[src/rtl/cdb_arbiter_pkg.sv]
// Shared definitions for the common data bus arbiter.
// Widths, source encodings and the grant type.
package cdb_arbiter_pkg;

    localparam int CDB_ROB_IDX_W = 4;
    localparam int CDB_DATA_W    = 32;
    localparam int CDB_DEPTH     = 4;

    localparam logic CDB_SRC_ALU = 1'b0;
    localparam logic CDB_SRC_LSB = 1'b1;

    typedef enum logic {
        GRANT_ALU = 1'b0,
        GRANT_LSB = 1'b1
    } grant_e;

endpackage

[src/rtl/cdb_result_fifo.sv]
// Per-producer result queue feeding the CDB arbiter.
// A full queue still accepts a push when it is popped at the same edge.
module cdb_result_fifo #(
    parameter int DEPTH = 4,
    parameter int W     = 36
) (
    input  logic         clk,
    input  logic         rst,
    input  logic         en,
    input  logic         flush,
    input  logic         push,
    input  logic [W-1:0] push_data,
    input  logic         pop,
    output logic [W-1:0] head,
    output logic         empty,
    output logic         full,
    output logic         push_drop
);

    localparam int AW = $clog2(DEPTH);
    localparam logic [AW:0]   FULL_CNT = (AW+1)'(DEPTH);
    localparam logic [AW:0]   CNT_ONE  = (AW+1)'(1);
    localparam logic [AW-1:0] PTR_ONE  = AW'(1);

    logic [W-1:0]  mem [DEPTH];
    logic [AW-1:0] rd_ptr;
    logic [AW-1:0] wr_ptr;
    logic [AW:0]   count;
    logic          do_pop;
    logic          do_push;

    assign empty     = (count == '0);
    assign full      = (count == FULL_CNT);
    assign head      = mem[rd_ptr];
    assign do_pop    = pop && !empty;
    assign do_push   = push && (!full || do_pop);
    assign push_drop = push && full && !do_pop;

    // Storage write; flushed or frozen cycles never write.
    always_ff @(posedge clk) begin
        if (!rst && !flush && en && do_push) begin
            mem[wr_ptr] <= push_data;
        end
    end

    // Pointer and occupancy bookkeeping.
    always_ff @(posedge clk) begin
        if (rst || flush) begin
            rd_ptr <= '0;
            wr_ptr <= '0;
            count  <= '0;
        end else if (en) begin
            if (do_push) begin
                wr_ptr <= wr_ptr + PTR_ONE;
            end
            if (do_pop) begin
                rd_ptr <= rd_ptr + PTR_ONE;
            end
            unique case ({do_push, do_pop})
                2'b10:   count <= count + CNT_ONE;
                2'b01:   count <= count - CNT_ONE;
                default: ;
            endcase
        end
    end

endmodule

[src/rtl/cdb_arbiter.sv]
// Round-robin arbiter sharing the CDB between ALU and LSB.
// Broadcasts one queued result per cycle from a registered output.
module cdb_arbiter
    import cdb_arbiter_pkg::*;
#(
    parameter int ROB_IDX_W = CDB_ROB_IDX_W,
    parameter int DATA_W    = CDB_DATA_W,
    parameter int DEPTH     = CDB_DEPTH
) (
    input  logic                 clk_in,
    input  logic                 rst_in,
    input  logic                 rdy_in,
    input  logic                 clr_in,
    input  logic                 alu_valid,
    input  logic [ROB_IDX_W-1:0] alu_rob_index,
    input  logic [DATA_W-1:0]    alu_result,
    output logic                 alu_full,
    input  logic                 lsb_valid,
    input  logic [ROB_IDX_W-1:0] lsb_rob_index,
    input  logic [DATA_W-1:0]    lsb_result,
    output logic                 lsb_full,
    output logic                 cdb_ready,
    output logic [ROB_IDX_W-1:0] cdb_rob_index,
    output logic [DATA_W-1:0]    cdb_result,
    output logic                 cdb_src,
    output logic                 overflow
);

    localparam int W = ROB_IDX_W + DATA_W;

    logic [W-1:0] alu_head;
    logic [W-1:0] lsb_head;
    logic         alu_empty;
    logic         lsb_empty;
    logic         alu_drop;
    logic         lsb_drop;
    logic         alu_pop;
    logic         lsb_pop;
    grant_e       last_grant;

    cdb_result_fifo #(
        .DEPTH(DEPTH),
        .W    (W)
    ) u_alu_fifo (
        .clk      (clk_in),
        .rst      (rst_in),
        .en       (rdy_in),
        .flush    (clr_in),
        .push     (alu_valid),
        .push_data({alu_rob_index, alu_result}),
        .pop      (alu_pop),
        .head     (alu_head),
        .empty    (alu_empty),
        .full     (alu_full),
        .push_drop(alu_drop)
    );

    cdb_result_fifo #(
        .DEPTH(DEPTH),
        .W    (W)
    ) u_lsb_fifo (
        .clk      (clk_in),
        .rst      (rst_in),
        .en       (rdy_in),
        .flush    (clr_in),
        .push     (lsb_valid),
        .push_data({lsb_rob_index, lsb_result}),
        .pop      (lsb_pop),
        .head     (lsb_head),
        .empty    (lsb_empty),
        .full     (lsb_full),
        .push_drop(lsb_drop)
    );

    // Pick a head: lone non-empty queue wins, ties go to the one not served last.
    always_comb begin
        alu_pop = 1'b0;
        lsb_pop = 1'b0;
        if (!alu_empty && !lsb_empty) begin
            if (last_grant == GRANT_ALU) begin
                lsb_pop = 1'b1;
            end else begin
                alu_pop = 1'b1;
            end
        end else if (!alu_empty) begin
            alu_pop = 1'b1;
        end else if (!lsb_empty) begin
            lsb_pop = 1'b1;
        end
    end

    // Broadcast register, grant history and sticky overflow.
    always_ff @(posedge clk_in) begin
        if (rst_in) begin
            cdb_ready     <= 1'b0;
            cdb_rob_index <= '0;
            cdb_result    <= '0;
            cdb_src       <= CDB_SRC_ALU;
            overflow      <= 1'b0;
            last_grant    <= GRANT_ALU;
        end else if (clr_in) begin
            cdb_ready  <= 1'b0;
            last_grant <= GRANT_ALU;
        end else if (rdy_in) begin
            cdb_ready <= alu_pop || lsb_pop;
            if (lsb_pop) begin
                {cdb_rob_index, cdb_result} <= lsb_head;
                cdb_src    <= CDB_SRC_LSB;
                last_grant <= GRANT_LSB;
            end else if (alu_pop) begin
                {cdb_rob_index, cdb_result} <= alu_head;
                cdb_src    <= CDB_SRC_ALU;
                last_grant <= GRANT_ALU;
            end
            if (alu_drop || lsb_drop) begin
                overflow <= 1'b1;
            end
        end
    end

endmodule
[config.mk]
export PLATFORM = sky130hd
export DESIGN_NAME = cdb_arbiter
export DESIGN_NICKNAME = d
export VERILOG_FILES = /design/src/rtl/cdb_arbiter_pkg.sv /design/src/rtl/cdb_result_fifo.sv /design/src/rtl/cdb_arbiter.sv
export SDC_FILE = /design/constraint.sdc
export NUM_CORES = 1
export LEC_CHECK = 0
export BUFFER_PORTS_ARGS = -buffer_cell sky130_fd_sc_hd__clkbuf_2
export CORE_MARGIN = 2
export CORE_UTILIZATION = 59
export CTS_CLUSTER_DIAMETER = 80
export DETAILED_ROUTE_END_ITERATION = 10
export GPL_ROUTABILITY_DRIVEN = 1
export PLACE_DENSITY = 0.79
export SLEW_MARGIN = 10
export SYNTH_ARGS = -nofsm -noshare
export SYNTH_HDL_FRONTEND = slang
export SYNTH_SLANG_ARGS = --single-unit
[constraint.sdc]
create_clock -name clk_in -period 4.2 [get_ports clk_in]
set_clock_uncertainty 0.05 [all_clocks]
set_input_delay 0.84 -clock clk_in [delete_from_list [all_inputs] [get_ports clk_in]]
set_output_delay 0.84 -clock clk_in [all_outputs]
set_load 0.02 [all_outputs]
Yosys cells after proc, flatten, opt, wreduce, memory -nomap -nowiden
Memories as Yosys holds them, arrays and structs flattened. A register that Yosys moved wholly into a read port is not among the register bits. Index checks and enable logic that the tools add are counted.

Add/sub/neg operators: 8. Equal/unequal tests: 6. Muxes and demuxes: 23. Bitwise gates (word level): 1. Reductions and logical operators: 41.

Operator list (count): $mux W32 (2); $reduce_and A2 Y1 (7); $logic_and A1 B1 Y1 (13); $mux W1 (13); $pmux W3 S2 (2); $add A2 B1 Y2 const B (4); $logic_not A1 Y1 (8); $mux W2 (4); $mux W4 (2); $add A3 B1 Y3 const B (2); $eq A3 B3 Y1 const B (2); $logic_not A3 Y1 (2); $reduce_and A3 Y1 (2); $reduce_bool A2 Y1 (3); $sub A3 B1 Y3 const B (2); $logic_or A1 B1 Y1 (5); $eq A2 B1 Y1 const B (2); $eq A2 B2 Y1 const B (2); $reduce_or A2 Y1 (1); $not A1 Y1 (1).

Register bits: 54. Bits in writable memories: 288. Bits of input ports: 78. Memories: 2.

Memories: u_alu_fifo.mem (depth 4, width 36, rd ports 1, clocked after memory_dff 1, wr ports 1, RTL line cdb_result_fifo.sv:25) `logic [W-1:0] mem [DEPTH];`; u_lsb_fifo.mem (depth 4, width 36, rd ports 1, clocked after memory_dff 1, wr ports 1, RTL line cdb_result_fifo.sv:25).

Depth between registers and ports, before layout
Gate-level depths: netlist of run 1.

Word-level depth: 10. Mapped depth: 8. Mapped depth without buffers: 7.

By module
From an unflattened synthesis of run 1, not the netlist that was laid out.

Cell total of the unflattened synthesis: 734. Area total of the unflattened synthesis: 13560.5 µm².

Modules (own cells, without submodules): cdb_result_fifo (times used 2, cells an instance 248, area each 5689.2 µm², seq. area each 4504.3 µm²); cdb_arbiter (times used 1, cells an instance 238, area each 2182.1 µm², seq. area each 800.8 µm²).

Worst setup path before layout of run 1
No wires, ideal clock.

Path kind: input port to flip-flop. From: input port clr_in. To: memory u_alu_fifo.mem[0][0], enable pin. Library setup time: 0.429 ns. Arrival time: 2.878 ns. Data required time: 3.721 ns. Slack: 0.843 ns. Cell stages on the path: 3. Buffers on the path: 0. Cells stage by stage: nor2_1 nand4_1 nor2_1.

Cells in the longest elaborated chain, start to end: 6.

RTL lines: start, declared (RTL line cdb_arbiter.sv:13) `input logic clr_in,`; $logic_not A1 Y1 (RTL line cdb_result_fifo.sv:41) `if (!rst && !flush && en && do_push) begin`; $logic_and A1 B1 Y1 (3 in a row) (RTL line cdb_result_fifo.sv:41); $mux W1 (RTL line cdb_result_fifo.sv:41); $mux W1 (implied by the code) (RTL line cdb_result_fifo.sv:42) `mem[wr_ptr] <= push_data;`; end, declared (RTL line cdb_result_fifo.sv:25).

No other way between the ends.

Worst setup path after layout of run 1
From: register u_lsb_fifo.count[0]. To: memory u_alu_fifo.mem[2][16], enable pin.

Cells in the longest elaborated chain, start to end: 10.

RTL lines: start, declared (RTL line cdb_result_fifo.sv:28) `logic [AW:0] count;`; start signal, assigned (RTL line cdb_result_fifo.sv:60) `2'b10: count <= count + CNT_ONE;`; start signal, assigned (RTL line cdb_result_fifo.sv:61) `2'b01: count <= count - CNT_ONE;`; $logic_not A3 Y1 (RTL line cdb_result_fifo.sv:32) `assign empty = (count == '0);`; $logic_not A1 Y1 (RTL line cdb_arbiter.sv:79) `if (!alu_empty && !lsb_empty) begin`; $logic_and A1 B1 Y1 (RTL line cdb_arbiter.sv:79); $mux W1 (RTL line cdb_arbiter.sv:79); $logic_and A1 B1 Y1 (RTL line cdb_result_fifo.sv:35) `assign do_pop = pop && !empty;`; $logic_or A1 B1 Y1 (RTL line cdb_result_fifo.sv:36) `assign do_push = push && (!full || do_pop);`; $logic_and A1 B1 Y1 (RTL line cdb_result_fifo.sv:36); $logic_and A1 B1 Y1 (RTL line cdb_result_fifo.sv:41); $mux W1 (RTL line cdb_result_fifo.sv:41); $mux W1 (implied by the code) (RTL line cdb_result_fifo.sv:42).

No other way between the ends.

==> flow_summary.yaml, run 1 <==
detailed_routing:
  wl_met2_mm: 14.2
  routed-wl-met3_mm: 2.32
  first_pass_iters: 5
  wl_met1_mm: 10.4
  routed-via-count: 7187
  wl_per_cell_um: 23.8
  highest_metal_layer_with_signal_wires: "met4"
  totalWireLength_mm: 27.7
  drc: 0
  drtIter0Drc: 505
  drtAntennaViolNets: 0
  post_drt_via_cell_ratio: 6.19
timing:
  max-slew-margin-rel: 0.241
  hold-worst-slack_ps: 432
  period_share: 0.687
  hold_viol_final: 0
  timing.setup.tns_ps: 0
  rsz_0062_raised_after_global_routing: "no"
  report.final.setup_viol: 0
  tightest_slew_ps: 1140
  timing_max_transition_violations_final: 0
  final.min_clock_period_ps: 2880
  max_freq_ghz: 0.347
die:
  die_width_um: 154
  floorplan.die_area_um2: 23700
  die_height_um: 154
  pin_count: 119
  rows: 54
  core_area_um2: 22000
  start_util: 0.604
synthesis:
  synthTopCellsByArea: "edfxtp_1, mux4_2, dfxtp_1"
  synthFlopType: "edfxtp_1"
  synthDominantCellAreaShare: 0.652
  postSynthRegisterBits: 346
  ys_seq_area_frac: 0.740
  ys.warnings.count: 0
  fraction_of_registers_with_async_set_or_reset_after_synthesis: 0
  synthDominantAreaCellType: "edfxtp_1"
  post_synth.cell_area_avg_um2: 18.2
  ys_types: 42
  post_synth_instance_area_um2: 13300
  number_of_enable_type_register_cells_in_the_synthesized_netlist: 288
  syn-num-nets: 815
  synth_cells: 727
global_routing:
  first_pass_grt_wire_length_mm: 42.8
  grt_pass1_vias: 7571
  grt_remaining_overflow: 0
  initial_antenna_violation_count: 2
  globalRouteTotalUtil: 0.240
  pin_count_of_the_biggest_net_entering_global_routing: 44
worst_hold_path:
  min-delay-path-class: "reg -> reg"
clock_tree:
  tritoncts.num_buffers: 35
  post-cts-setup-buffer-count: 0
  cts_tree: "built"
  tritoncts_num_sinks: 346
  cts_htree_levels: 2
  postCtsHoldBufs: 0
  clk_pin_slew_ps: 60
  cts_root_buffer: "clkbuf_16"
  ctsLongestPathBuffers: 3
  clock_network_latency_to_the_later_pin_of_the_worst_skew_pair_ps: 510
  cts_resized: 0
setup_path:
  critPathSlowestCell: "nor2_4"
  critical-path-top-delay-family: "simple AND/OR/NAND/NOR gates"
  criticalPathCategory: "reg -> reg"
  critical_path.cell_chain: "or3_1 > nand3_1 > nand4_1 > nor2_4 > buf_12"
  crit_required_ps: 4360
  worstSetupEndpointType: "flip-flop"
  worst_ep_arrival_time_ps: 3040
  worst_stage_delay_on_the_critical_path_ps: 770
  crit_path_max_fanout: 19
  crit_buf_inv: 1
  cp-start-kind: "flip-flop"
finish:
  fin_nets: 942
  layout.cells.most_common_list: "edfxtp_1, clkbuf_2, nand2_1, mux4_2, nor2_1"
  synthToLayoutAreaGrowth_pct: 16.0
  final_layout_size_suffix_gt1_frac: 0.336
  post_layout_nonfiller_instances: 1161
  most_common_cell_after_layout_fill_and_taps_aside: "edfxtp_1"
  num-fill-cells: 1334
  layout.core_utilization: 0.701
placement:
  final_gp_congestion: 0.852
  buffers_added_on_ports: 118
  post-dp-hpwl_mm: 17.3
  placedCellCount: 1096
pwr:
  sw_frac_of_total: 0.201
  power.static_leakage_uw: 0.00509
  seq_power_share: 0.523
  power_internal_uw: 5780
  power.density_cell_area_nw_per_um2: 471
  clkPwrFrac: 0.429
  vdd_ir_drop_max_uv: 375
  combinational_share_of_power: 0.048
  p_switching_uw: 1460
  p_total_uw: 7240
run:
  cap_violations: 0
run_status:
  result_of_the_run: "finished clean"
[area by class of cell]
class | count | area [um2] | area share
inverters | 18 | 67.6 | 0.00439
well taps | 280 | 350 | 0.0228
repair buffers | 132 | 758 | 0.0493
clock buffers | 55 | 1050 | 0.0685
clock inverters | 7 | 108 | 0.00699
diodes | 2 | 5.00 | 0.000325
multi-input cells | 321 | 3230 | 0.210
flip-flops and latches | 346 | 9810 | 0.638
[worst paths after layout]
check / startpoint / end / cells past startpoint / slack [ps]
worst max-delay path: u_lsb_fifo.count[0] / u_alu_fifo.mem[2][16] / 5 / 1320
worst min-delay path: overflow / overflow / 1 / 430
worst max register to register: u_lsb_fifo.count[0] / u_alu_fifo.mem[2][16] / 5 / 1320
worst min register to register: overflow / overflow / 1 / 430
[cells by family after synthesis]
logic type               after synthesis  synth area share
AO/OA/AOI/OAI                         57            0.0457
XOR/XNOR                              10           0.00660
adder cells (fa/ha/maj)               10            0.0106
buffers and inverters                 60            0.0199
flip-flops                           346             0.740
multiplexers                          73             0.123
AND/OR/NAND/NOR                      171            0.0544
[Yosys cell counts (2+ instances only)]
master and n:
a211oi_1 3, a21oi_1 3, a311oi_1 16, a311oi_2 21, and2_1 5, buf_2 22
buf_4 3, clkbuf_1 17, dfxtp_1 58, edfxtp_1 288, fa_1 2, ha_1 8
inv_1 18, mux4_2 72, nand2_1 82, nand3_1 8, nor2_1 60, nor3_1 4
nor3b_1 2, o2111ai_1 2, o21ai_0 2, or2_2 2, or3_1 2, xnor2_1 8
xor2_1 2
[metal layers]
layer,vias up,track usage
met2,361,0.411
li1,3107,-
met5,-,0
met4,0,0.0846
met1,3660,0.310
met3,59,0.0507
[metrics by stage]
stage | area [um2] | setup WS [ps]
floorplan | 13300 | 843
global placement | 14200 | 985
detailed placement | 14200 | 941
CTS | 15400 | 1320
global route | 15400 | 1160
finish | 15400 | 1320
[sequential cells by signal, indices dropped and copies added (netlist names), named ones only]
name               count
u_lsb_fifo.mem       144
overflow               1
cdb_rob_index          4
u_alu_fifo.wr_ptr      2
u_lsb_fifo.wr_ptr      2
u_lsb_fifo.count       3
u_lsb_fifo.rd_ptr      2
last_grant             1
u_alu_fifo.rd_ptr      2
u_alu_fifo.mem       144
cdb_result            32
cdb_ready              1
cdb_src                1
u_alu_fifo.count       3
[worst reg2reg max path, stage by stage (launching register included)]
cell,delay (ps)
dfxtp_1,370
or3_1,500
nand3_1,190
nand4_1,430
nor2_4,770
buf_12,260
[power by group through the flow]
stage / clock network, uW / logic, uW / registers, uW
finish: 3110 / 350 / 3790
global route: 3270 / 377 / 3790
global placement: 0 / 329 / 3860
floorplan: 0 / 185 / 3870
CTS: 3150 / 348 / 3790
detailed placement: 0 / 344 / 3860
No activity file was read; power rests on OpenSTA's default activity.
==> run 2, diff against run 1 <==
==> constraint.sdc (replaced) <==
create_clock -name clk_in -period 2.9 [get_ports clk_in]
set_clock_uncertainty 0.05 [all_clocks]
set_input_delay 0.58 -clock clk_in [delete_from_list [all_inputs] [get_ports clk_in]]
set_output_delay 0.58 -clock clk_in [all_outputs]
set_load 0.02 [all_outputs]
==> flow_summary.yaml, run 2 (synthesis gave the netlist of run 1 again) <==
run_status:
  result_of_the_run: "finished clean"
setup_path:
  reg2reg_slack_ps: 420
  crit_buf_inv: 1
  criticalPathCategory: "reg -> reg"
  worst_ep_arrival_time_ps: 2610
  worstSetupEndpointType: "flip-flop"
  critical-path-top-delay-family: "simple AND/OR/NAND/NOR gates"
  worst_stage_delay_on_the_critical_path_ps: 510
  crit_required_ps: 3030
  cp-start-kind: "flip-flop"
  critPathSlowestCell: "or3_1"
  crit_path_max_fanout: 36
  critical_path.cell_chain: "or3_1 > nand3_1 > nand4_1 > nor2_4 > buf_12"
clock_tree:
  tritoncts_num_sinks: 346
  postCtsHoldBufs: 0
  clk_pin_slew_ps: 60
  cts_tree: "built"
  cts_resized: 0
  clock_network_latency_to_the_later_pin_of_the_worst_skew_pair_ps: 510
  ctsLongestPathBuffers: 3
  post-cts-setup-buffer-count: 0
  tritoncts.num_buffers: 35
  cts_root_buffer: "clkbuf_16"
  cts_htree_levels: 2
detailed_routing:
  totalWireLength_mm: 28.9
  first_pass_iters: 5
  routed-via-count: 7309
  post_drt_via_cell_ratio: 6.25
  drtAntennaViolNets: 0
  drtIter0Drc: 658
  drc: 0
  wl_per_cell_um: 24.7
timing:
  period_share: 0.855
  report.final.setup_viol: 0
  timing.setup.tns_ps: 0
  timing_max_transition_violations_final: 0
  final.min_clock_period_ps: 2480
  hold_viol_final: 0
  max_freq_ghz: 0.403
  hold-worst-slack_ps: 240
  max-slew-margin-rel: 0.555
  rsz_0062_raised_after_global_routing: "no"
  tightest_slew_ps: 668
finish:
  layout.cells.most_common_list: "edfxtp_1, clkbuf_2, nand2_1, mux4_2, nor2_1"
  final_layout_size_suffix_gt1_frac: 0.347
  post-route-cell-area_um2: 15500
  fin_nets: 952
  reg_top3: "u_alu_fifo.mem: 144 flops, u_lsb_fifo.mem: 144 flops, cdb_result: 32 flops"
  synthToLayoutAreaGrowth_pct: 17.2
  post_layout_nonfiller_instances: 1169
  num-fill-cells: 1295
  most_common_cell_after_layout_fill_and_taps_aside: "edfxtp_1"
die:
  rows: 54
  floorplan.die_area_um2: 23700
  start_util: 0.604
  core_area_um2: 22000
  pin_count: 119
  die_height_um: 154
  die_width_um: 154
placement:
  final_gp_congestion: 0.846
  post-dp-hpwl_mm: 17.2
  postPlaceCellArea_um2: 14400
  buffers_added_on_ports: 118
  placedCellCount: 1107
global_routing:
  initial_antenna_violation_count: 3
  first_pass_grt_wire_length_mm: 44.3
  grt_remaining_overflow: 0
  pin_count_of_the_biggest_net_entering_global_routing: 38
  globalRouteTotalUtil: 0.250
  grt_pass1_vias: 7775
pwr:
  p_total_uw: 10600
  power.static_leakage_uw: 0.00516
  power.density_cell_area_nw_per_um2: 682
  vdd_ir_drop_max_uv: 566
worst_hold_path:
  min-delay-path-class: "in -> reg"
run:
  cap_violations: 0
## run 2: layer usage
metal | global-route usage | share of wire | wire (um)
met2 | 0.431 | 0.51 | 14800
met1 | 0.320 | 0.38 | 11000
met4 | 0.0757 | 0.021 | 617
met5 | 0 | 0.00086 | 25
met3 | 0.0589 | 0.085 | 2470
## run 2: final timing paths
| check | cells past startpoint | end | startpoint |
|---|---|---|---|
| worst max-delay path | 5 | u_alu_fifo.mem[3][30] | u_lsb_fifo.count[0] |
| worst min-delay path | 1 | u_lsb_fifo.mem[1][20] | lsb_result[20] |
| worst max register to register | 5 | u_alu_fifo.mem[3][30] | u_lsb_fifo.count[0] |
| worst min register to register | 1 | overflow | overflow |
## run 2: layout make-up
type | instances | area, um2 | area share
sequential | 346 | 9810 | 0.632
multi-input combinational | 321 | 3230 | 0.208
clock buffer | 44 | 920 | 0.0592
timing repair buffer | 142 | 908 | 0.0585
tap | 280 | 350 | 0.0225
clock inverter | 17 | 245 | 0.0158
inverter | 18 | 67.6 | 0.00435
antenna | 1 | 2.50 | 0.000161
## run 2: worst reg2reg max path: stages, from the launching register on
cell and delay, ps:
dfxtp_1 370, or3_1 510, nand3_1 200, nand4_1 440, nor2_4 270, buf_12 280
## run 2: where the power goes
group / switching, uW / total [uW] / internal (uW) / leakage, uW
clock network: 1800 / 4590 / 2790 / 0.000564
registers: 37.6 / 5480 / 5440 / 0.00307
logic: 336 / 525 / 189 / 0.00153
## run 2: through the flow
| stage | setup slack [ps] | utilization |
|---|---|---|
| floorplan | -255 | - |
| global placement | 603 | 0.654 |
| detailed placement | 465 | 0.654 |
| CTS | 439 | 0.708 |
| global route | 341 | 0.708 |
| finish | 421 | 0.708 |
